==> config.mk <==
export PLATFORM = sky130hd
export DESIGN_NAME = i2c_sensor_slave_emu
export DESIGN_NICKNAME = d
export VERILOG_FILES = /design/src/rtl/i2c_sensor_slave_emu.sv
export SDC_FILE = /design/constraint.sdc
export NUM_CORES = 1
export LEC_CHECK = 0
export BUFFER_PORTS_ARGS = -buffer_cell sky130_fd_sc_hd__buf_2
export CORE_UTILIZATION = 61
export CTS_CLUSTER_SIZE = 12
export DETAILED_ROUTE_END_ITERATION = 7
export PLACE_DENSITY = 0.85
export SYNTH_ARGS = -nofsm -noshare
export SYNTH_HDL_FRONTEND = slang
export SYNTH_SLANG_ARGS = --single-unit
==> constraint.sdc <==
create_clock -name clk -period 5.4 [get_ports clk]
set_input_delay 1.08 -clock clk [delete_from_list [all_inputs] [get_ports clk]]
set_output_delay 1.08 -clock clk [all_outputs]
set_load 0.1 [all_outputs]
==> src/rtl/i2c_sensor_slave_emu.sv <==
// I2C slave emulating a multi-register sensor: pointer writes, auto-increment burst writes/reads.
// Optional SCL stretching after a read-address ACK is built when I2C_STRETCH_EN is defined.
module i2c_sensor_slave_emu #(
  parameter logic [6:0] SLAVE_ADDR     = 7'h48,
  parameter int         NUM_REGS       = 4,
  parameter int         STRETCH_CYCLES = 64,
  localparam int        PTR_W          = (NUM_REGS > 2) ? $clog2(NUM_REGS) : 1
) (
  input  logic             clk,
  input  logic             rst,
  input  logic             scl_i,
  input  logic             sda_i,
  output logic             sda_oe,
  output logic             scl_oe,
  input  logic             reg_ld_en,
  input  logic [PTR_W-1:0] reg_ld_addr,
  input  logic [7:0]       reg_ld_data,
  output logic             wr_strobe,
  output logic [PTR_W-1:0] wr_addr,
  output logic [7:0]       wr_data,
  output logic             busy
);

  if (NUM_REGS < 2 || NUM_REGS > 256 || STRETCH_CYCLES < 1) begin : g_param_check
    $error("i2c_sensor_slave_emu: NUM_REGS must be 2..256 and STRETCH_CYCLES >= 1");
  end

  typedef enum logic [3:0] {
    IDLE, ADDR, ADDR_ACK, PTR, PTR_ACK, WDATA, WDATA_ACK, RDATA, RACK, IGNORE
  } state_t;

  // Bus idles high, so the synchronisers reset to 1 to avoid a phantom edge.
  logic scl_meta, scl_sync, scl_prev;
  logic sda_meta, sda_sync, sda_prev;

  always_ff @(posedge clk or posedge rst) begin
    if (rst) begin
      {scl_meta, scl_sync, scl_prev} <= 3'b111;
      {sda_meta, sda_sync, sda_prev} <= 3'b111;
    end else begin
      {scl_meta, scl_sync, scl_prev} <= {scl_i, scl_meta, scl_sync};
      {sda_meta, sda_sync, sda_prev} <= {sda_i, sda_meta, sda_sync};
    end
  end

  logic scl_rise, scl_fall, start_det, stop_det;
  assign scl_rise  = scl_sync & ~scl_prev;
  assign scl_fall  = ~scl_sync & scl_prev;
  assign start_det = scl_sync & scl_prev & sda_prev & ~sda_sync;
  assign stop_det  = scl_sync & scl_prev & ~sda_prev & sda_sync;

  state_t           state_reg, state_next;
  logic [3:0]       bit_cnt_reg, bit_cnt_next;
  logic [7:0]       shift_reg, shift_next;
  logic             rw_reg, rw_next;
  logic [PTR_W-1:0] ptr_reg, ptr_next;
  logic             sda_oe_reg, sda_oe_next;
  logic             busy_reg, busy_next;
  logic             wr_strobe_reg, wr_strobe_next;
  logic [PTR_W-1:0] wr_addr_reg, wr_addr_next;
  logic [7:0]       wr_data_reg, wr_data_next;
  logic             i2c_we;
  logic [7:0]       regs [NUM_REGS];

  logic [7:0]       byte_in;
  logic [PTR_W-1:0] ptr_inc;
  assign byte_in = {shift_reg[6:0], sda_sync};
  assign ptr_inc = (ptr_reg == PTR_W'(NUM_REGS - 1)) ? '0 : ptr_reg + 1'b1;

`ifdef I2C_STRETCH_EN
  localparam int SC_W = $clog2(STRETCH_CYCLES + 1);
  logic            scl_oe_reg, scl_oe_next;
  logic [SC_W-1:0] stretch_cnt_reg, stretch_cnt_next;
  assign scl_oe = scl_oe_reg;
`else
  assign scl_oe = 1'b0;
`endif

  always_comb begin
    state_next     = state_reg;
    bit_cnt_next   = bit_cnt_reg;
    shift_next     = shift_reg;
    rw_next        = rw_reg;
    ptr_next       = ptr_reg;
    sda_oe_next    = sda_oe_reg;
    busy_next      = busy_reg;
    wr_strobe_next = 1'b0;
    wr_addr_next   = wr_addr_reg;
    wr_data_next   = wr_data_reg;
    i2c_we         = 1'b0;
`ifdef I2C_STRETCH_EN
    scl_oe_next      = scl_oe_reg;
    stretch_cnt_next = stretch_cnt_reg;
    if (scl_oe_reg) begin
      if (stretch_cnt_reg == SC_W'(1)) scl_oe_next = 1'b0;
      else stretch_cnt_next = stretch_cnt_reg - 1'b1;
    end
`endif

    if (stop_det) begin
      state_next   = IDLE;
      bit_cnt_next = '0;
      sda_oe_next  = 1'b0;
      busy_next    = 1'b0;
`ifdef I2C_STRETCH_EN
      scl_oe_next  = 1'b0;
`endif
    end else if (start_det) begin
      state_next   = ADDR;
      bit_cnt_next = '0;
      sda_oe_next  = 1'b0;
    end else begin
      unique case (state_reg)
        ADDR, PTR, WDATA: if (scl_rise) begin
          shift_next = byte_in;
          if (bit_cnt_reg == 4'd7) begin
            bit_cnt_next = '0;
            if (state_reg == ADDR) begin
              rw_next = sda_sync;
              if (byte_in[7:1] == SLAVE_ADDR) begin
                state_next = ADDR_ACK;
                busy_next  = 1'b1;
              end else begin
                state_next = IGNORE;
              end
            end else if (state_reg == PTR) begin
              if ({1'b0, byte_in} < 9'(NUM_REGS)) begin
                ptr_next   = byte_in[PTR_W-1:0];
                state_next = PTR_ACK;
              end else begin
                state_next = IGNORE;
              end
            end else begin
              i2c_we         = 1'b1;
              wr_strobe_next = 1'b1;
              wr_addr_next   = ptr_reg;
              wr_data_next   = byte_in;
              ptr_next       = ptr_inc;
              state_next     = WDATA_ACK;
            end
          end else begin
            bit_cnt_next = bit_cnt_reg + 1'b1;
          end
        end
        // bit_cnt 0: ACK slot not yet started; 1: ACK being driven.
        ADDR_ACK, PTR_ACK, WDATA_ACK: if (scl_fall) begin
          if (bit_cnt_reg == 4'd0) begin
            sda_oe_next  = 1'b1;
            bit_cnt_next = 4'd1;
          end else begin
            bit_cnt_next = '0;
            if (state_reg == ADDR_ACK && rw_reg) begin
              shift_next  = regs[ptr_reg];
              sda_oe_next = ~regs[ptr_reg][7];
              state_next  = RDATA;
`ifdef I2C_STRETCH_EN
              scl_oe_next      = 1'b1;
              stretch_cnt_next = SC_W'(STRETCH_CYCLES);
`endif
            end else begin
              sda_oe_next = 1'b0;
              state_next  = (state_reg == ADDR_ACK) ? PTR : WDATA;
            end
          end
        end
        RDATA: begin
          if (scl_rise) bit_cnt_next = bit_cnt_reg + 1'b1;
          else if (scl_fall) begin
            if (bit_cnt_reg == 4'd8) begin
              sda_oe_next  = 1'b0;
              bit_cnt_next = '0;
              state_next   = RACK;
            end else begin
              shift_next  = {shift_reg[6:0], 1'b0};
              sda_oe_next = ~shift_reg[6];
            end
          end
        end
        RACK: begin
          if (scl_rise) begin
            if (sda_sync) state_next = IGNORE;
            else begin
              ptr_next     = ptr_inc;
              bit_cnt_next = 4'd1;
            end
          end else if (scl_fall && bit_cnt_reg == 4'd1) begin
            bit_cnt_next = '0;
            shift_next   = regs[ptr_reg];
            sda_oe_next  = ~regs[ptr_reg][7];
            state_next   = RDATA;
          end
        end
        default: ;
      endcase
    end
  end

  always_ff @(posedge clk or posedge rst) begin
    if (rst) begin
      state_reg     <= IDLE;
      bit_cnt_reg   <= '0;
      shift_reg     <= '0;
      rw_reg        <= 1'b0;
      ptr_reg       <= '0;
      sda_oe_reg    <= 1'b0;
      busy_reg      <= 1'b0;
      wr_strobe_reg <= 1'b0;
      wr_addr_reg   <= '0;
      wr_data_reg   <= '0;
`ifdef I2C_STRETCH_EN
      scl_oe_reg      <= 1'b0;
      stretch_cnt_reg <= '0;
`endif
    end else begin
      state_reg     <= state_next;
      bit_cnt_reg   <= bit_cnt_next;
      shift_reg     <= shift_next;
      rw_reg        <= rw_next;
      ptr_reg       <= ptr_next;
      sda_oe_reg    <= sda_oe_next;
      busy_reg      <= busy_next;
      wr_strobe_reg <= wr_strobe_next;
      wr_addr_reg   <= wr_addr_next;
      wr_data_reg   <= wr_data_next;
`ifdef I2C_STRETCH_EN
      scl_oe_reg      <= scl_oe_next;
      stretch_cnt_reg <= stretch_cnt_next;
`endif
    end
  end

  // A bus write to the same register as a host load takes priority.
  for (genvar gi = 0; gi < NUM_REGS; gi++) begin : g_regs
    always_ff @(posedge clk or posedge rst) begin
      if (rst) regs[gi] <= '0;
      else if (i2c_we && ptr_reg == PTR_W'(gi)) regs[gi] <= byte_in;
      else if (reg_ld_en && reg_ld_addr == PTR_W'(gi)) regs[gi] <= reg_ld_data;
    end
  end

  assign sda_oe    = sda_oe_reg;
  assign busy      = busy_reg;
  assign wr_strobe = wr_strobe_reg;
  assign wr_addr   = wr_addr_reg;
  assign wr_data   = wr_data_reg;

endmodule

# ---- Word-level counts from Yosys, hierarchy flattened
# Cells that the tools add are included.
dict set report word_totals {
  reg_bits 69
  latchBits 0
  ramBits 0
  mem_bits_ro 0
  memories 0
}
dict set report classes {
  addsub 2
  multipliers 0
  div_mod_pow 0
  n_lt_le_gt_ge 2
  n_eq_ne 47
  shift 0
  muxes 87
  bitwise 18
  reduce_logical 36
}
# operator n
set ops {}
lappend ops {{4-bit two-way mux} 27}
lappend ops {{8-bit two-way mux} 10}
lappend ops {{7-bit two-way mux} 9}
lappend ops {{4-bit inequality test, second input constant} 9}
lappend ops {{4-bit one-hot mux with 4 select lines} 2}
lappend ops {{7-bit one-hot mux with 4 select lines} 1}
lappend ops {{2-bit inequality test, second input constant} 13}
lappend ops {{1-bit two-way mux} 25}
lappend ops {{5-bit inequality test, second input constant} 5}
lappend ops {{4-bit by 3-bit equality test with 1-bit output, second input constant} 5}
lappend ops {{2-bit nonzero test} 10}
lappend ops {{6-bit AND reduction} 3}
lappend ops {{8-bit binary-select mux with 2-bit select} 1}
lappend ops {{2-bit two-way mux} 8}
lappend ops {{7-bit AND reduction} 2}
lappend ops {{12-bit AND reduction} 1}
lappend ops {{1-bit logical AND} 10}
lappend ops {{1-bit NOT} 10}
lappend ops {{10-bit AND reduction} 1}
lappend ops {{9-bit AND reduction} 1}
lappend ops {{2-bit equality test, second input constant} 4}
lappend ops {{4-bit by 1-bit equality test with 1-bit output, second input constant} 2}
lappend ops {{4-bit by 2-bit equality test with 1-bit output, second input constant} 2}
lappend ops {{4-bit equality test, second input constant} 2}
lappend ops {{other kinds (19)} 29}

# ---- Logic depth before layout (Yosys ltp)
dict set report logic_depth {
  depth_word 11
  mapped_depth 9
  ltp_nobuf 8
}

# ---- Worst setup path after synthesis
# Ideal clock, no wire load.
dict set report synth_timing {
  path_type {register to register}
  from {register scl_sync}
  to {register wr_addr_reg[0], in the netlist wr_addr[0]}
  arrival_ns 2.175
  t_required_ns 5.274
  path_slack_ns 3.098
  stages_incl_launch_ff 7
  path_buffers 1
  cell_sequence {dfstp_2 ha_1 inv_1 or2_4 nor4_4 buf_6 mux2_4}
}
dict set report synth_between {
  elab_chain_len 5
  word_cells_on_any_way 9
  classes_between {8 x bitwise; 1 x reduce/logical}
}
# item line
set synth_lines {}
lappend synth_lines {{from (decl)} 33} ;# logic scl_meta, scl_sync, scl_prev;
lappend synth_lines {{from (signal assigned)} 41} ;# {scl_meta, scl_sync, scl_prev} <= {scl_i, scl_meta, scl_sync};
lappend synth_lines {{1-bit AND} {49, 50}}
lappend synth_lines {{1-bit AND, on equally long branches (2 in a row)} {50, 49}}
lappend synth_lines {{1-bit NOT (no source line)} -}
lappend synth_lines {{7-bit AND reduction (no source line) (*)} -}
lappend synth_lines {{to (signal assigned)} 223} ;# wr_addr_reg <= wr_addr_next;
lappend synth_lines {{to (decl)} 60} ;# logic [PTR_W-1:0] wr_addr_reg, wr_addr_next;
# Mark *: on every way between the ends. The rest lies on a longest branch, timed or not.
# A chain may end at the register's enable or synchronous reset.

# ---- Worst setup path after layout
dict set report layout_timing {
  from {register state_reg[3]}
  to {register shift_reg[1]}
}
dict set report layout_between {
  elab_chain_len 4
  word_cells_on_any_way 23
  classes_between {17 x eq/ne; 1 x mux; 5 x reduce/logical}
}
# item line
set layout_lines {}
lappend layout_lines {{from (decl)} 52} ;# state_t state_reg, state_next;
lappend layout_lines {{from (signal assigned)} 215} ;# state_reg <= state_next;
lappend layout_lines {{4-bit by 2-bit equality test with 1-bit output (tied with other cells)} {113, 152}}
lappend layout_lines {{3-bit OR reduction or 1-bit logical AND (tied branches)} {113, 152}}
lappend layout_lines {{4-bit nonzero test (no source line) or 2-bit inequality test (tied branches)} -}
lappend layout_lines {{12-bit AND reduction (no source line)} -}
lappend layout_lines {{to (signal assigned)} 217} ;# shift_reg <= shift_next;
lappend layout_lines {{to (decl)} 54} ;# logic [7:0] shift_reg, shift_next;
# Parallel ways exist; a longest one is shown, timed or not.

==> flow_summary.rst <==
.. list-table::
   :header-rows: 1

   * - Metric
     - Value
   * - Clock Tree Buf Depth
     - 2
   * - Number of buffers added to fix hold violations after cts
     - 0
   * - Most frequent cells in the layout
     - sky130_fd_sc_hd__dfrtp_1, sky130_fd_sc_hd__a21oi_1, sky130_fd_sc_hd__nor2_1
   * - Number of top-level design ports
     - 29
   * - Clock sink total
     - 69
   * - Global placer's final weighted congestion
     - between 0.8 and 0.9
   * - Area occupied by registers
     - about 1700 um2
   * - Power share of the clock group
     - between 20% and 30%
   * - Number of detailed-route iterations in the first pass
     - 8
   * - Required time of the critical path
     - about 5.6 ns
   * - Number of gates resized after CTS
     - 0
   * - Final period utilization
     - roughly half
   * - Actual transition at the worst max-transition pin
     - around 0.84 ns
   * - Row count
     - 29
   * - Synthesis-to-layout area growth
     - 7.94%
   * - Net switching power
     - about 800 uW
   * - Maximum clock rate
     - about 370 MHz
   * - Data arrival time of the worst path
     - between 2 and 3 ns
   * - Syn Std Cell Area
     - approximately 4100 um2
   * - Leak pwr
     - slightly above 0.002 uW
   * - P per Cell Area
     - approximately 460 nW/um2
   * - Number of flops mapped to enable cells by yosys
     - 0
   * - Reg power frac
     - between 40% and 50%
   * - Buffers on Ports
     - 27
   * - Final Core Density
     - a little under 70%
   * - Number of antenna cells inserted
     - 0
   * - Overall routing resource usage
     - 28.1%
   * - Antenna violations before repair
     - 0
   * - Final worst hold slack
     - 0.357 ns
   * - Detail Route Antenna Nets
     - 0
   * - Clk slew on worst S/H paths
     - 0.07 ns
   * - Die footprint
     - 7070 um2
   * - Deepest level of the CTS H-tree
     - 3
   * - Most used flip-flop cell after synthesis
     - sky130_fd_sc_hd__dfrtp_1
   * - Fraction of final layout cells sized beyond drive strength 1
     - between 20% and 30%
   * - Setup violators final
     - 0
   * - CTS Root Buffer Type
     - sky130_fd_sc_hd__clkbuf_8
   * - Combinational fraction of design power
     - ~34%
   * - Max reg flops
     - 32
   * - Post-synthesis cell type count
     - between 60 and 70
   * - Maximum vdd drop
     - ~0.28 mV
   * - Largest net degree at the start of global routing
     - 70
   * - CP Launch Type
     - register
   * - Net count of the mapped netlist
     - about 400
   * - Sum of negative setup slack
     - 0 ns
   * - Drt first-iter violations
     - between 200 and 300
   * - Violations in the final reports
     - DRC
   * - Clock tree from TritonCTS
     - built
   * - Worst min path class
     - reg2reg
   * - Time the final worst path needs with I/O delays and setup
     - approximately 2.7 ns
   * - Count of final max-slew check failures
     - 0
   * - Area of combinational cells with multiple inputs
     - between 2000 and 2500 um2
   * - Worst-case clock skew
     - 0.0115 ns
   * - Post-synthesis instance total
     - roughly 380
   * - Max-cap violations
     - 0
   * - Nets@finish
     - about 420
   * - First-pass GRT wire length
     - between 15,000 and 20,000 um
   * - Total number of vias
     - 3,034
   * - Flop2flop setup slack
     - 2.68 ns
   * - Area of the core region
     - between 6000 and 7000 um2
   * - Routed wirelength normalized by instance count
     - 18.8 um
   * - Number of filler cells placed in the layout
     - around 460
   * - #FFs+latches synth
     - 69
   * - Post-route standard cell area excluding fillers
     - 4440 um2
   * - RSZ-0062 raised after global routing
     - false
   * - Count of endpoints failing hold in the final timing report
     - 0
   * - DRC viols
     - 8
   * - Number of global-route vias before repair
     - between 3,000 and 4,000
   * - Buffers inserted by post-CTS timing repair
     - 0
   * - Worst Path Class, Setup
     - reg2reg
   * - Worst slew margin relative to its limit
     - a little over two fifths
   * - Outcome
     - finished, violations left
   * - Synthesized area per cell
     - around 11 um2
   * - Crit end category
     - register
   * - Async set or reset register ratio after synthesis
     - 100%
   * - Total placed instance area
     - approximately 4200 um2
   * - Cell internal power dissipation
     - roughly 1200 uW
   * - Aggregate routed wire length
     - 9000 um
   * - Proportion of synthesized chip area in sequential cells
     - a little over two fifths
   * - Detailed-route vias per instance
     - between 6 and 7
   * - Initial core utilization
     - between 60% and 70%
   * - Most common cell after layout, fill and taps aside
     - sky130_fd_sc_hd__dfrtp_1
   * - GRT overflow
     - 0
   * - Overall power of the completed layout
     - ~2000 uW
   * - Sw Share
     - between 30% and 40%
   * - Clock insertion delay at the later pin of the skew report
     - 0.35 ns
   * - Number of buffers added by the clock tree synthesis step
     - 9
   * - Maximum net fanout on the critical path
     - 21
   * - Die outline width
     - approximately 84 um
   * - Count of synthesis-stage warnings from yosys
     - 0
   * - Post-detailed-placement half-perimeter wirelength
     - between 6000 and 7000 um
   * - Die Height
     - approximately 84 um
==> critical path, cell delays in order, from the launching register on <==
cell and delay [ns]:
sky130_fd_sc_hd__dfrtp_1 0.73, sky130_fd_sc_hd__or4b_4 0.56, sky130_fd_sc_hd__o221ai_1 0.21, sky130_fd_sc_hd__and2_1 0.42
sky130_fd_sc_hd__mux2_2 0.39, sky130_fd_sc_hd__mux2_1 0.29
==> path summary, 6_finish.rpt <==
| kind | startpoint | endpoint | cells after the start |
|---|---|---|---|
| max in group asynchronous | rst | ptr_reg[0] | 3 |
| min in group asynchronous | rst | regs[0] | 3 |
| min | sda_meta | sda_sync | 0 |
| max | state_reg[3] | shift_reg[1] | 5 |
| max reg2reg | state_reg[3] | shift_reg[1] | 5 |
| min reg2reg | sda_meta | sda_sync | 0 |
==> layout make-up <==
type	count	share of cell area (%)
repair buffers	30	3.55
clock buffers	10	3.10
clock inverters	6	2.11
inverters	12	1.01
multi-input cells	275	49.0
well taps	77	2.17
flip-flops and latches	69	39.1
==> cell usage after synthesis, types with 2 or more instances <==
library cell,instances,share of area [%]
sky130_fd_sc_hd__a21oi_1,44,5.4
sky130_fd_sc_hd__a22oi_1,2,0.36
sky130_fd_sc_hd__a311oi_1,2,0.43
sky130_fd_sc_hd__a31oi_1,3,0.46
sky130_fd_sc_hd__and2_1,2,0.30
sky130_fd_sc_hd__and3_1,2,0.30
sky130_fd_sc_hd__and4bb_2,2,0.61
sky130_fd_sc_hd__buf_1,6,0.55
sky130_fd_sc_hd__buf_2,7,0.85
sky130_fd_sc_hd__buf_4,2,0.36
sky130_fd_sc_hd__buf_6,6,1.6
sky130_fd_sc_hd__clkbuf_1,5,0.46
sky130_fd_sc_hd__dfrtp_1,63,38
sky130_fd_sc_hd__dfstp_2,6,3.8
sky130_fd_sc_hd__ha_1,10,3.0
sky130_fd_sc_hd__inv_1,11,1.0
sky130_fd_sc_hd__mux2_1,7,1.9
sky130_fd_sc_hd__mux2_2,8,2.2
sky130_fd_sc_hd__mux2_4,9,3.3
sky130_fd_sc_hd__mux2i_1,36,8.8
sky130_fd_sc_hd__mux4_2,8,4.4
sky130_fd_sc_hd__nand2_1,14,1.3
sky130_fd_sc_hd__nand2_4,4,1.1
sky130_fd_sc_hd__nand2b_1,6,0.91
sky130_fd_sc_hd__nand3_1,5,0.61
sky130_fd_sc_hd__nand3b_1,5,0.91
sky130_fd_sc_hd__nor2_1,39,3.6
sky130_fd_sc_hd__nor2b_1,5,0.76
sky130_fd_sc_hd__nor3_1,8,0.97
sky130_fd_sc_hd__nor3b_1,3,0.55
sky130_fd_sc_hd__o21a_1,2,0.36
sky130_fd_sc_hd__o21ai_0,8,0.97
sky130_fd_sc_hd__o21ai_1,3,0.36
sky130_fd_sc_hd__o221ai_1,3,0.64
sky130_fd_sc_hd__o22a_1,2,0.43
sky130_fd_sc_hd__o22ai_1,2,0.30
sky130_fd_sc_hd__or4_1,2,0.36
==> per-layer routing <==
layer / global-route usage [%] / wire length [um] / vias to the layer above
met1: 39.7 / 3970 / 1485
li1: - / - / 1410
met5: 0 / 0 / -
met4: 11.9 / 199 / 0
met3: 5.64 / 529 / 19
met2: 42.7 / 4300 / 120
==> stage by stage <==
| stage | setup slack (ns) | cells |
|---|---|---|
| global route | 2.57 | 479 |
| CTS | 2.72 | 479 |
| global placement | 2.75 | 463 |
| finish | 2.68 | 479 |
| floorplan | 2.59 | 382 |
| detailed placement | 2.71 | 463 |
==> power groups by stage <==
stage               Sequential, uW  Clock (uW)  Combinational (uW)
floorplan                      742           0                 647
global placement               860           0                 666
detailed placement             870           0                 686
CTS                            859         489                 692
global route                   891         518                 766
finish                         867         482                 696
==> logic make-up (layout without fill, tap and decap cells) <==
kind of cell / Yosys count / after routing / share of synthesized area (%)
mux: 68 / 68 / 20.5
fa+ha+maj: 10 / 10 / 3.04
buf+inv: 38 / 58 / 4.96
flops: 69 / 69 / 42.2
compound gates: 86 / 86 / 13.5
other cells: 1 / 1 / 0.0912
xor+xnor: 1 / 1 / 0.213
simple gates: 109 / 109 / 15.5
(Power assumes the default switching activity.)
